$ cat config.mk
export PLATFORM = sky130hd
export DESIGN_NAME = rtc_apb_master
export DESIGN_NICKNAME = d
export VERILOG_FILES = /design/src/rtl/rtc_apb_pkg.sv /design/src/rtl/rtc_apb_master.sv
export SDC_FILE = /design/constraint.sdc
export NUM_CORES = 1
export LEC_CHECK = 0
export ABC_AREA = 1
export CORE_ASPECT_RATIO = 1.75
export CORE_UTILIZATION = 40
export DETAILED_ROUTE_END_ITERATION = 10
export DONT_BUFFER_PORTS = 1
export GPL_TIMING_DRIVEN = 0
export PLACE_DENSITY = 0.53
export SYNTH_ARGS = -nofsm -noshare
export SYNTH_HDL_FRONTEND = slang
export SYNTH_SLANG_ARGS = --single-unit
export TNS_END_PERCENT = 1
$ cat constraint.sdc
create_clock -name pclk -period 2.5 [get_ports pclk]
set_input_delay 0.125 -clock pclk [delete_from_list [all_inputs] [get_ports pclk]]
set_output_delay 0.125 -clock pclk [all_outputs]
set_load 0.005 [all_outputs]
$ cat src/rtl/rtc_apb_pkg.sv
// Shared definitions for the RTC APB requester and the RTC slave.
package rtc_apb_pkg;

  localparam int unsigned ADDR_W = 8;
  localparam int unsigned DATA_W = 32;
  localparam int unsigned CNT_W  = 16;

  // RTC register map, shared with the slave
  localparam logic [ADDR_W-1:0] RTC_ADDR_TIME   = 8'h00;
  localparam logic [ADDR_W-1:0] RTC_ADDR_ALARM  = 8'h04;
  localparam logic [ADDR_W-1:0] RTC_ADDR_ADJUST = 8'h08;

  typedef enum logic [1:0] {
    ST_IDLE   = 2'd0,
    ST_SETUP  = 2'd1,
    ST_ACCESS = 2'd2,
    ST_RESP   = 2'd3
  } apb_mst_state_t;

  // Registered command payload, driven onto the APB address/data bus
  typedef struct packed {
    logic              write;
    logic [ADDR_W-1:0] addr;
    logic [DATA_W-1:0] wdata;
  } apb_cmd_t;

endpackage

$ cat src/rtl/rtc_apb_master.sv
// Command/response to APB requester for the RTC peripheral, with a bounded wait for pready.
module rtc_apb_master
  import rtc_apb_pkg::*;
#(
  parameter int unsigned TIMEOUT_CYCLES = 64
) (
  input  logic        pclk,
  input  logic        preset,
  input  logic        cmd_valid,
  output logic        cmd_ready,
  input  logic        cmd_write,
  input  logic [7:0]  cmd_addr,
  input  logic [31:0] cmd_wdata,
  output logic        rsp_valid,
  output logic [31:0] rsp_rdata,
  output logic        rsp_timeout,
  output logic [7:0]  paddr,
  output logic        psel,
  output logic        penable,
  output logic        pwrite,
  output logic [31:0] pwdata,
  input  logic        pready,
  input  logic [31:0] prdata
);

  // Last wait-counter value before the transfer is abandoned
  localparam logic [CNT_W-1:0] C_CNT_LAST = CNT_W'(TIMEOUT_CYCLES - 1);
  localparam logic [CNT_W-1:0] C_CNT_MAX  = {CNT_W{1'b1}};

  apb_mst_state_t    r_state;
  apb_mst_state_t    w_state_nxt;
  apb_cmd_t          r_cmd;
  apb_cmd_t          w_cmd_nxt;
  logic [CNT_W-1:0]  r_cnt;
  logic [CNT_W-1:0]  w_cnt_nxt;
  logic [DATA_W-1:0] r_rdata;
  logic [DATA_W-1:0] w_rdata_nxt;
  logic              r_timeout;
  logic              w_timeout_nxt;
  logic              r_cmd_ready;
  logic              r_psel;
  logic              r_penable;
  logic              r_rsp_valid;

  // State register
  always_ff @(posedge pclk or negedge preset) begin
    if (!preset) begin
      r_state <= ST_IDLE;
    end else begin
      r_state <= w_state_nxt;
    end
  end

  // Next-state, command capture, wait counting and response formation
  always_comb begin
    w_state_nxt   = r_state;
    w_cmd_nxt     = r_cmd;
    w_cnt_nxt     = r_cnt;
    w_rdata_nxt   = r_rdata;
    w_timeout_nxt = r_timeout;
    case (r_state)
      ST_IDLE: begin
        if (cmd_valid) begin
          w_cmd_nxt.write = cmd_write;
          w_cmd_nxt.addr  = cmd_addr;
          w_cmd_nxt.wdata = cmd_wdata;
          w_cnt_nxt       = '0;
          w_state_nxt     = ST_SETUP;
        end
      end
      ST_SETUP: begin
        w_state_nxt = ST_ACCESS;
      end
      ST_ACCESS: begin
        if (pready) begin
          w_rdata_nxt   = r_cmd.write ? '0 : prdata;
          w_timeout_nxt = 1'b0;
          w_state_nxt   = ST_RESP;
        end else if (r_cnt >= C_CNT_LAST) begin
          w_rdata_nxt   = '0;
          w_timeout_nxt = 1'b1;
          w_state_nxt   = ST_RESP;
        end else if (r_cnt != C_CNT_MAX) begin
          w_cnt_nxt = r_cnt + CNT_W'(1);
        end
      end
      ST_RESP: begin
        w_state_nxt = ST_IDLE;
      end
      default: begin
        w_state_nxt = ST_IDLE;
      end
    endcase
  end

  // Datapath registers and control outputs decoded from the upcoming state
  always_ff @(posedge pclk or negedge preset) begin
    if (!preset) begin
      r_cmd       <= '0;
      r_cnt       <= '0;
      r_rdata     <= '0;
      r_timeout   <= 1'b0;
      r_cmd_ready <= 1'b1;
      r_psel      <= 1'b0;
      r_penable   <= 1'b0;
      r_rsp_valid <= 1'b0;
    end else begin
      r_cmd       <= w_cmd_nxt;
      r_cnt       <= w_cnt_nxt;
      r_rdata     <= w_rdata_nxt;
      r_timeout   <= w_timeout_nxt;
      r_cmd_ready <= (w_state_nxt == ST_IDLE);
      r_psel      <= (w_state_nxt == ST_SETUP) || (w_state_nxt == ST_ACCESS);
      r_penable   <= (w_state_nxt == ST_ACCESS);
      r_rsp_valid <= (w_state_nxt == ST_RESP);
    end
  end

  assign cmd_ready   = r_cmd_ready;
  assign psel        = r_psel;
  assign penable     = r_penable;
  assign rsp_valid   = r_rsp_valid;
  assign rsp_rdata   = r_rdata;
  assign rsp_timeout = r_timeout;
  assign paddr       = r_cmd.addr;
  assign pwrite      = r_cmd.write;
  assign pwdata      = r_cmd.wdata;

endmodule

==> impl_metrics.yaml, run 1 <==
global_routing:
  grt_pass1_wl_um: 13830
  antenna_found_initial: 0
  globalRouteTotalUtil: 0.1741
  grt_max_degree: 97
  grt_pass1_vias: 2859
  grt_overflow: 0
pwr:
  p_leak_uw: 0.002426
  clkPwrFrac: 0.239
  seq_power_share: 0.492
  p_per_area_mw_per_mm2: 1083
  p_int_uw: 3723
  combPwrFrac: 0.268
  vdd.ir_drop.worst_uv: 635.6
  swShare: 0.3316
  p_sw_uw: 1847
die:
  die_w_um: 76.91
  die_area_mm2: 0.01023
  io_pins: 155
  initial_core_util: 0.4123
  fp.dieH_um: 133.1
  rows: 47
  coreArea_mm2: 0.009527
sta:
  fmax_mhz: 531.3
  fin_crit_ns: 1.882
  finClkSkew_ns: 0.006980
  rsz0062_at_grt: "no"
  setup_viol: 0
  fin_crit_sh: 0.7528
  tns_ns: 0
  hold_violations: 0
  worst_slack_ns: 0.6179
  maxSlewViolCount: 0
  slew_headroom: 0.6318
  tightestPinTransition_ns: 0.5524
critical_path:
  start_kind: "register"
  r2r_start: "r_cnt[0]"
  path_max_fanout: 10
  worstSetupEndpointType: "register"
  arrival_ns: 2.10
  regToRegEndpoint: "psel"
  r2r_cells: 10
  crit_type: "reg -> reg"
  cp.required_ns: 2.72
  ff2ff_setup_slack_ns: 0.62
routing:
  drt-pass1-iter-count: 4
  drc: 0
  first_iter_violations: 87
  vias: 2644
  routed_wl_um: 8282
  postRouteAntennaNets: 0
  viasPerCell: 4.671
  wl_per_cell_um: 14.63
synth:
  synth_cells: 354
  syn_area_per_cell_um2: 11.09
  yosys_warnings: 0
  synth.distinct_cells: 26
  syn_nets: 437
  yosysSeqAreaShare: 0.6120
  ys_seq_elements: 96
  synthesis.area_mm2: 0.003928
clock_network:
  htreeDepth: 3
  cts-hold-fix-buffers: 76
  cts_setup_buffers: 0
  clock-root-buffer: "clkbuf_16"
  ctsResizeCount: 0
  clk_path_buf_depth: 2
  cts_num_sinks: 96
  insertion_delay_ns: 0.34
  cts_tree: "yes"
  path_clk_slew_ns: 0.06
  numCtsBuffers: 9
min_path:
  min_to: "rsp_rdata[26]"
  hold_path.class: "in -> reg"
  min_path_cells: 2
  hold_start: "pready"
placement:
  io_buffers: 0
  dp.final_hpwl_um: 5505
  post-place-ws_ns: 0.6155
  gp_congestion: 0.7551
final_layout:
  nNetsFinal: 524
  antenna_cells: 0
  area_growth_pct: 30.93
  nFillCells: 822
  final_common_cell: "dfrtp_1"
  drive_gt1_frac: 0.1914
  final_cell_mix: "dfrtp_1 (95), dlygate4sd3_1 (75), nand2_1 (66)"
outcome:
  status: "finished clean"
run:
  drv_cap: 0
-- power groups by stage --
stage,registers [uW],logic (uW),clock network [uW]
5_1_grt,2810,1700,1430
3_5_place_dp,2770,1390,0
6_report,2740,1490,1330
4_1_cts,2750,1520,1380
3_3_place_gp,2760,1330,0
2_1_floorplan,2610,1140,0
-- synthesized netlist by cell type, drive strengths merged --
cell type  count  area, um^2
mux2          41       461.7
dfrtp         95        2377
xnor2          1       8.760
clkinv         1       3.750
a21oi          2       13.76
inv           50       192.7
nand2         68       270.3
buf            9       72.57
nand3         11       65.06
o21ai         35       178.9
nand3b         1       7.510
xor2           2       17.52
clkbuf         3       11.26
ha             6       75.07
dfstp          1       26.28
nor2          28       145.1
-- worst max-delay path, stage by stage, from the launching register on --
cell and delay (ns):
dfrtp_1 0.44, ha_1 0.23, nand3_2 0.12, nor2_1 0.11, nand2_1 0.07, nand3_2 0.08, nand2_4 0.10, buf_6 0.16
nand2_1 0.05, o21ai_1 0.09, ha_1 0.31
-- how the worst max path moves through the flow --
stage | startpoint | end | cells past startpoint
5_1_grt | r_cnt[0] | psel | 10
3_5_place_dp | r_cnt[0] | psel | 10
4_1_cts | r_cnt[0] | psel | 10
6_report | r_cnt[0] | psel | 10
2_1_floorplan | r_cnt[0] | psel | 10
3_3_place_gp | r_cnt[0] | psel | 10
-- state kept, by name, indices dropped and copies added (netlist names) --
signal	cells
r_cnt	16
psel	1
pwdata	32
rsp_valid	1
paddr	8
rsp_rdata	32
penable	1
pwrite	1
r_state	2
cmd_ready	1
rsp_timeout	1
-- cells by family (layout without fill, tap and decap cells) --
kind of cell,Yosys count,in the layout,synth area share
AOI/OAI and AO/OA,37,37,0.04906
xor gates and xnor gates,3,3,0.006691
adders and majority gates,6,6,0.01911
buffers and inverters,63,153,0.07136
DFF,96,96,0.6120
muxes,41,41,0.1176
and+or+nand+nor,108,108,0.1242
-- routing by layer --
layer  part of all wire  up-vias  GRT usage  wire length [um]
li1                   -     1284          -                 -
met1               0.38     1255     0.1895              3180
met2               0.54       98     0.3100              4453
met3              0.067        7    0.05448               555
met4              0.011        0    0.06731                93
met5                  0        -          0                 0
-- final cells by class --
class / count / area (um^2) / area share
clock inverter: 5 / 58.81 / 0.01144
timing repair buffer: 76 / 778.2 / 0.1513
buffer: 12 / 83.83 / 0.01630
inverter: 51 / 196.4 / 0.03820
tap: 122 / 152.6 / 0.02968
sequential: 96 / 2404 / 0.4674
multi-input combinational: 195 / 1244 / 0.2418
clock buffer: 9 / 225.2 / 0.04380
-- through the flow --
step	hold WS, ns	std cells	total power [uW]	util	instance area [um^2]
5_1_grt	0.09389	566	5942	0.5398	5142
4_1_cts	0.04100	566	5646	0.5398	5142
3_3_place_gp	-0.1688	476	4092	0.4283	4080
3_5_place_dp	-0.1685	476	4161	0.4283	4080
6_report	0.05252	566	5570	0.5398	5142
2_1_floorplan	-0.1706	354	3751	-	3928
No activity file was read; power rests on OpenSTA's default activity.
==> run 2: changes to the inputs <==
PLACE_DENSITY = 0.55   (was 0.53)
clock period = 1.7 ns   (was 2.5 ns; I/O delays follow)
==> impl_metrics.yaml, run 2 (synthesized netlist as in run 1, its figures left out) <==
global_routing:
  grt_overflow: 0
  globalRouteTotalUtil: 0.1812
  grt_pass1_vias: 2895
  grt_max_degree: 97
  grt_pass1_wl_um: 14350
  antenna_found_initial: 0
final_layout:
  final_cell_mix: "dfrtp_1 (94), dlygate4sd3_1 (74), nand2_1 (65)"
  antenna_cells: 0
  multiInputGateArea_mm2: 0.001255
  stdcell_area_mm2: 0.005207
  regArea_mm2: 0.002405
  nNetsFinal: 527
  drive_gt1_frac: 0.2205
  nFillCells: 821
  final_common_cell: "dfrtp_1"
  area_growth_pct: 32.59
  fin_util: 0.5466
pwr:
  vdd.ir_drop.worst_uv: 745.4
  p_leak_uw: 0.002468
  p_per_area_mw_per_mm2: 1629
sta:
  rsz0062_at_grt: "yes"
  slew_headroom: 0.6996
  fin_crit_sh: 1.008
  hold_violations: 96
  setup_viol: 2
  fin_crit_ns: 1.714
  maxSlewViolCount: 0
  worst_slack_ns: -0.01390
  whs_ns: -0.5644
  finClkSkew_ns: 0.009867
  fmax_mhz: 583.5
  tightestPinTransition_ns: 0.4507
placement:
  placed_area_mm2: 0.004080
  dp.final_hpwl_um: 5434
  gp_congestion: 0.7506
  io_buffers: 0
routing:
  vias: 2691
  routed_wl_um: 8548
  drt-pass1-iter-count: 4
  viasPerCell: 4.713
  postRouteAntennaNets: 0
  drc: 0
  first_iter_violations: 59
  wl_per_cell_um: 14.97
critical_path:
  slowest_delay_ns: 0.39
  worst_path_max_delay_cell: "dfrtp_1"
  arrival_ns: 1.94
  worstSetupPathDepth: 10
  crit_type: "reg -> reg"
  ff2ff_setup_slack_ns: -0.01
  r2r_start: "r_cnt[1]"
  cp.required_ns: 1.92
  path_buf_inv: 1
  cpMostUsedCell: "nand3_2"
  crit_path_end: "psel"
  path_delay_family: "simple AND/OR/NAND/NOR gates"
  regToRegEndpoint: "psel"
  cp-startpoint: "r_cnt[1]"
  start_kind: "register"
  worstSetupEndpointType: "register"
  path_max_fanout: 10
  cp_cell_sequence: "ha_2 > nand3_2 > nor2_1 > nand2_1 > nand3_2 > nand2_4 > buf_6 > nand2_2 > o21ai_2 > ha_1"
  r2r_cells: 10
clock_network:
  numCtsBuffers: 9
  path_clk_slew_ns: 0.07
  clk_path_buf_depth: 2
  cts_num_sinks: 96
  htreeDepth: 3
  insertion_delay_ns: 0.34
  cts-hold-fix-buffers: 74
  clock-root-buffer: "clkbuf_16"
  cts_tree: "yes"
outcome:
  violations: "hold timing, setup timing"
  status: "complete, but fails checks"
die:
  die_area_mm2: 0.01023
  rows: 47
  initial_core_util: 0.4123
  coreArea_mm2: 0.009527
  die_w_um: 76.91
  io_pins: 155
  fp.dieH_um: 133.1
run:
  drv_cap: 0
min_path:
  hold_path.class: "in -> async"
==> run 2: area by class of cell <==
| class | count | area share |
|---|---|---|
| sequential | 96 | 0.4618 |
| clock inverter | 7 | 0.01826 |
| tap | 122 | 0.02931 |
| timing repair buffer | 79 | 0.1509 |
| inverter | 51 | 0.03820 |
| clock buffer | 9 | 0.04325 |
| multi-input combinational | 195 | 0.2410 |
| buffer | 12 | 0.01730 |
==> run 2: per-stage QoR <==
stage                     instances  power (uW)  worst slack (ns)  setup TNS [ns]
final                           571        8484          -0.01390        -0.01449
after global routing            571        9054           -0.1036          -4.416
after CTS                       568        8459          -0.03625         -0.2177
after detailed placement        476        6104           -0.1713         -0.4791
after global placement          476        6004           -0.1739         -0.2858
after floorplan                 354        5516           0.01604               0
==> run 2: worst min path at each step <==
stage,to,startpoint
5_1_grt,pwdata[30],preset
2_1_floorplan,paddr[0],preset
3_3_place_gp,pwdata[30],preset
3_5_place_dp,pwdata[30],preset
4_1_cts,rsp_rdata[7],preset
6_report,pwdata[30],preset
==> run 2: metal layers <==
layer	global-route usage	share of wire
met1	0.1992	0.38
met2	0.3110	0.53
met3	0.05586	0.069
met4	0.09188	0.016
met5	0	0
==> run 2: timing repair <==
item	in CTS	in global routing
setup buffers	2	3
setup endpoints to repair	52	89
endpoints found under the hold margin	170	96
resized for setup	4	9
pin swaps	1	3
==> run 2: power breakdown <==
part | leakage (uW) | switching, uW | internal (uW)
logic | 0.00110 | 1130 | 1160
registers | 0.00121 | 760 | 3270
clock network | 0.000161 | 870 | 1290
total | 0.00247 | 2760 | 5730
==> run 3: changes to the inputs <==
CORE_ASPECT_RATIO = 0.9   (was 1.75)
==> impl_metrics.yaml, run 3 (synthesized netlist as in run 1, its figures left out) <==
outcome:
  status: "complete, but fails checks"
  violations: "hold timing, setup timing"
min_path:
  hold_path.class: "in -> async"
sta:
  finClkSkew_ns: 0.01181
  tightestPinTransition_ns: 0.4590
  whs_ns: -0.5837
  slew_headroom: 0.6940
  hold_violations: 96
  maxSlewViolCount: 0
  setup_viol: 1
  tns_ns: -0.0002087
  fmax_mhz: 588.2
  worst_slack_ns: -0.0002087
  fin_crit_ns: 1.700
  rsz0062_at_grt: "yes"
  fin_crit_sh: 1.000
final_layout:
  multiInputGateArea_mm2: 0.001269
  regArea_mm2: 0.002404
  nNetsFinal: 529
  drive_gt1_frac: 0.2195
  area_growth_pct: 30.52
  stdcell_area_mm2: 0.005126
  nFillCells: 826
  antenna_cells: 0
  final_cell_count_no_fill: 573
  final_cell_mix: "dfrtp_1 (95), dlygate4sd3_1 (74), nand2_1 (65)"
  final_common_cell: "dfrtp_1"
critical_path:
  r2r_cells: 10
  cp_cell_sequence: "ha_2 > nand3_2 > nor2_1 > nand2_1 > nand3_2 > nand2_4 > buf_6 > nand2_1 > o21ai_1 > ha_1"
  path_max_fanout: 10
  crit_type: "reg -> reg"
  path_buf_inv: 1
  r2r_start: "r_cnt[0]"
  worstSetupEndpointType: "register"
  worst_path_max_delay_cell: "dfrtp_1"
  regToRegEndpoint: "psel"
  cp.required_ns: 1.94
  arrival_ns: 1.94
  ff2ff_setup_slack_ns: -0.0002
  start_kind: "register"
  path_delay_family: "adder cells"
  slowest_delay_ns: 0.40
pwr:
  p_leak_uw: 0.002421
  p_sw_uw: 2734
  p_int_uw: 5193
  clkPwrFrac: 0.187
  p_per_area_mw_per_mm2: 1547
  swShare: 0.3449
  seq_power_share: 0.512
  vdd.ir_drop.worst_uv: 754.3
  combPwrFrac: 0.301
die:
  fp.dieH_um: 96.01
  die_area_mm2: 0.01022
  coreArea_mm2: 0.009331
  io_pins: 155
  initial_core_util: 0.4209
  die_w_um: 106.5
  rows: 33
clock_network:
  clk_path_buf_depth: 2
  numCtsBuffers: 9
  path_clk_slew_ns: 0.10
  cts-hold-fix-buffers: 74
  htreeDepth: 3
  clock-root-buffer: "clkbuf_8"
  cts_tree: "yes"
  insertion_delay_ns: 0.35
  cts_num_sinks: 96
routing:
  routed_wl_um: 8630
  postRouteAntennaNets: 0
  drt-pass1-iter-count: 6
  viasPerCell: 4.705
  vias: 2696
  first_iter_violations: 95
  drc: 0
  wl_per_cell_um: 15.06
placement:
  dp.final_hpwl_um: 5288
  placed_area_mm2: 0.004080
  post-place-ws_ns: -0.1841
  gp_congestion: 0.7048
  dp.cells: 476
  io_buffers: 0
global_routing:
  antenna_found_initial: 0
  grt_max_degree: 97
  grt_pass1_vias: 2782
  grt_pass1_wl_um: 13770
  grt_overflow: 0
  globalRouteTotalUtil: 0.1757
run:
  drv_cap: 0
[run 3: cell types whose count changed in the layout (fill, tap and decap cells not counted), sizes merged]
cell	delta
clkbuf	+4
clkinv	-3
bufinv	-1
clkinvlp	+1
inv	+1
[run 3: worst max-delay path by stage]
| stage | from | depth (start not counted) | end | slack [ns] |
|---|---|---|---|---|
| after detailed placement | r_cnt[0] | 10 | psel | -0.18 |
| after global placement | r_cnt[0] | 10 | psel | -0.19 |
| after global routing | r_cnt[0] | 10 | psel | -0.14 |
| final | r_cnt[0] | 10 | psel | -0.0002 |
| after CTS | r_cnt[0] | 10 | psel | -0.006 |
| after floorplan | r_cnt[0] | 10 | psel | 0.02 |
[run 3: final cells by class]
class                           count  area share
Sequential cell                    96      0.4689
Multi-Input combinational cell    195      0.2475
Timing Repair Buffer               81      0.1579
Inverter                           51     0.03881
Tap cell                          122     0.02978
Clock buffer                       11     0.02563
Buffer                             12     0.01904
Clock inverter                      5     0.01245
[run 3: metal layers]
layer / track usage / wire length (um) / vias up
met5: 0 / 0 / -
met4: 0.05708 / 107 / 0
met3: 0.05687 / 434 / 8
met2: 0.2998 / 4589 / 80
met1: 0.2131 / 3499 / 1313
li1: - / - / 1295
[run 3: stage by stage]
| stage | total power [uW] | hold slack, ns | utilization |
|---|---|---|---|
| 3_3_place_gp | 6041 | -0.2064 | 0.4372 |
| 3_5_place_dp | 6117 | -0.2050 | 0.4372 |
| 5_1_grt | 8468 | -0.6225 | 0.5493 |
| 4_1_cts | 7836 | -0.6072 | 0.5418 |
| 2_1_floorplan | 5516 | -0.2106 | - |
| 6_report | 7928 | -0.5837 | 0.5493 |
[run 3: repair_timing]
item,CTS,global route
setup endpoints to repair,13,88
resized for setup,1,17
buffers inserted,5,2
endpoints found under the hold margin,170,96
pin swaps,4,7
[run 3: power groups by stage]
stage	clock, uW	sequential, uW	combinational (uW)
4_1_cts	1550	4040	2240
2_1_floorplan	0	3830	1680
3_5_place_dp	0	4090	2030
6_report	1480	4060	2390
3_3_place_gp	0	4090	1950
5_1_grt	1630	4160	2680
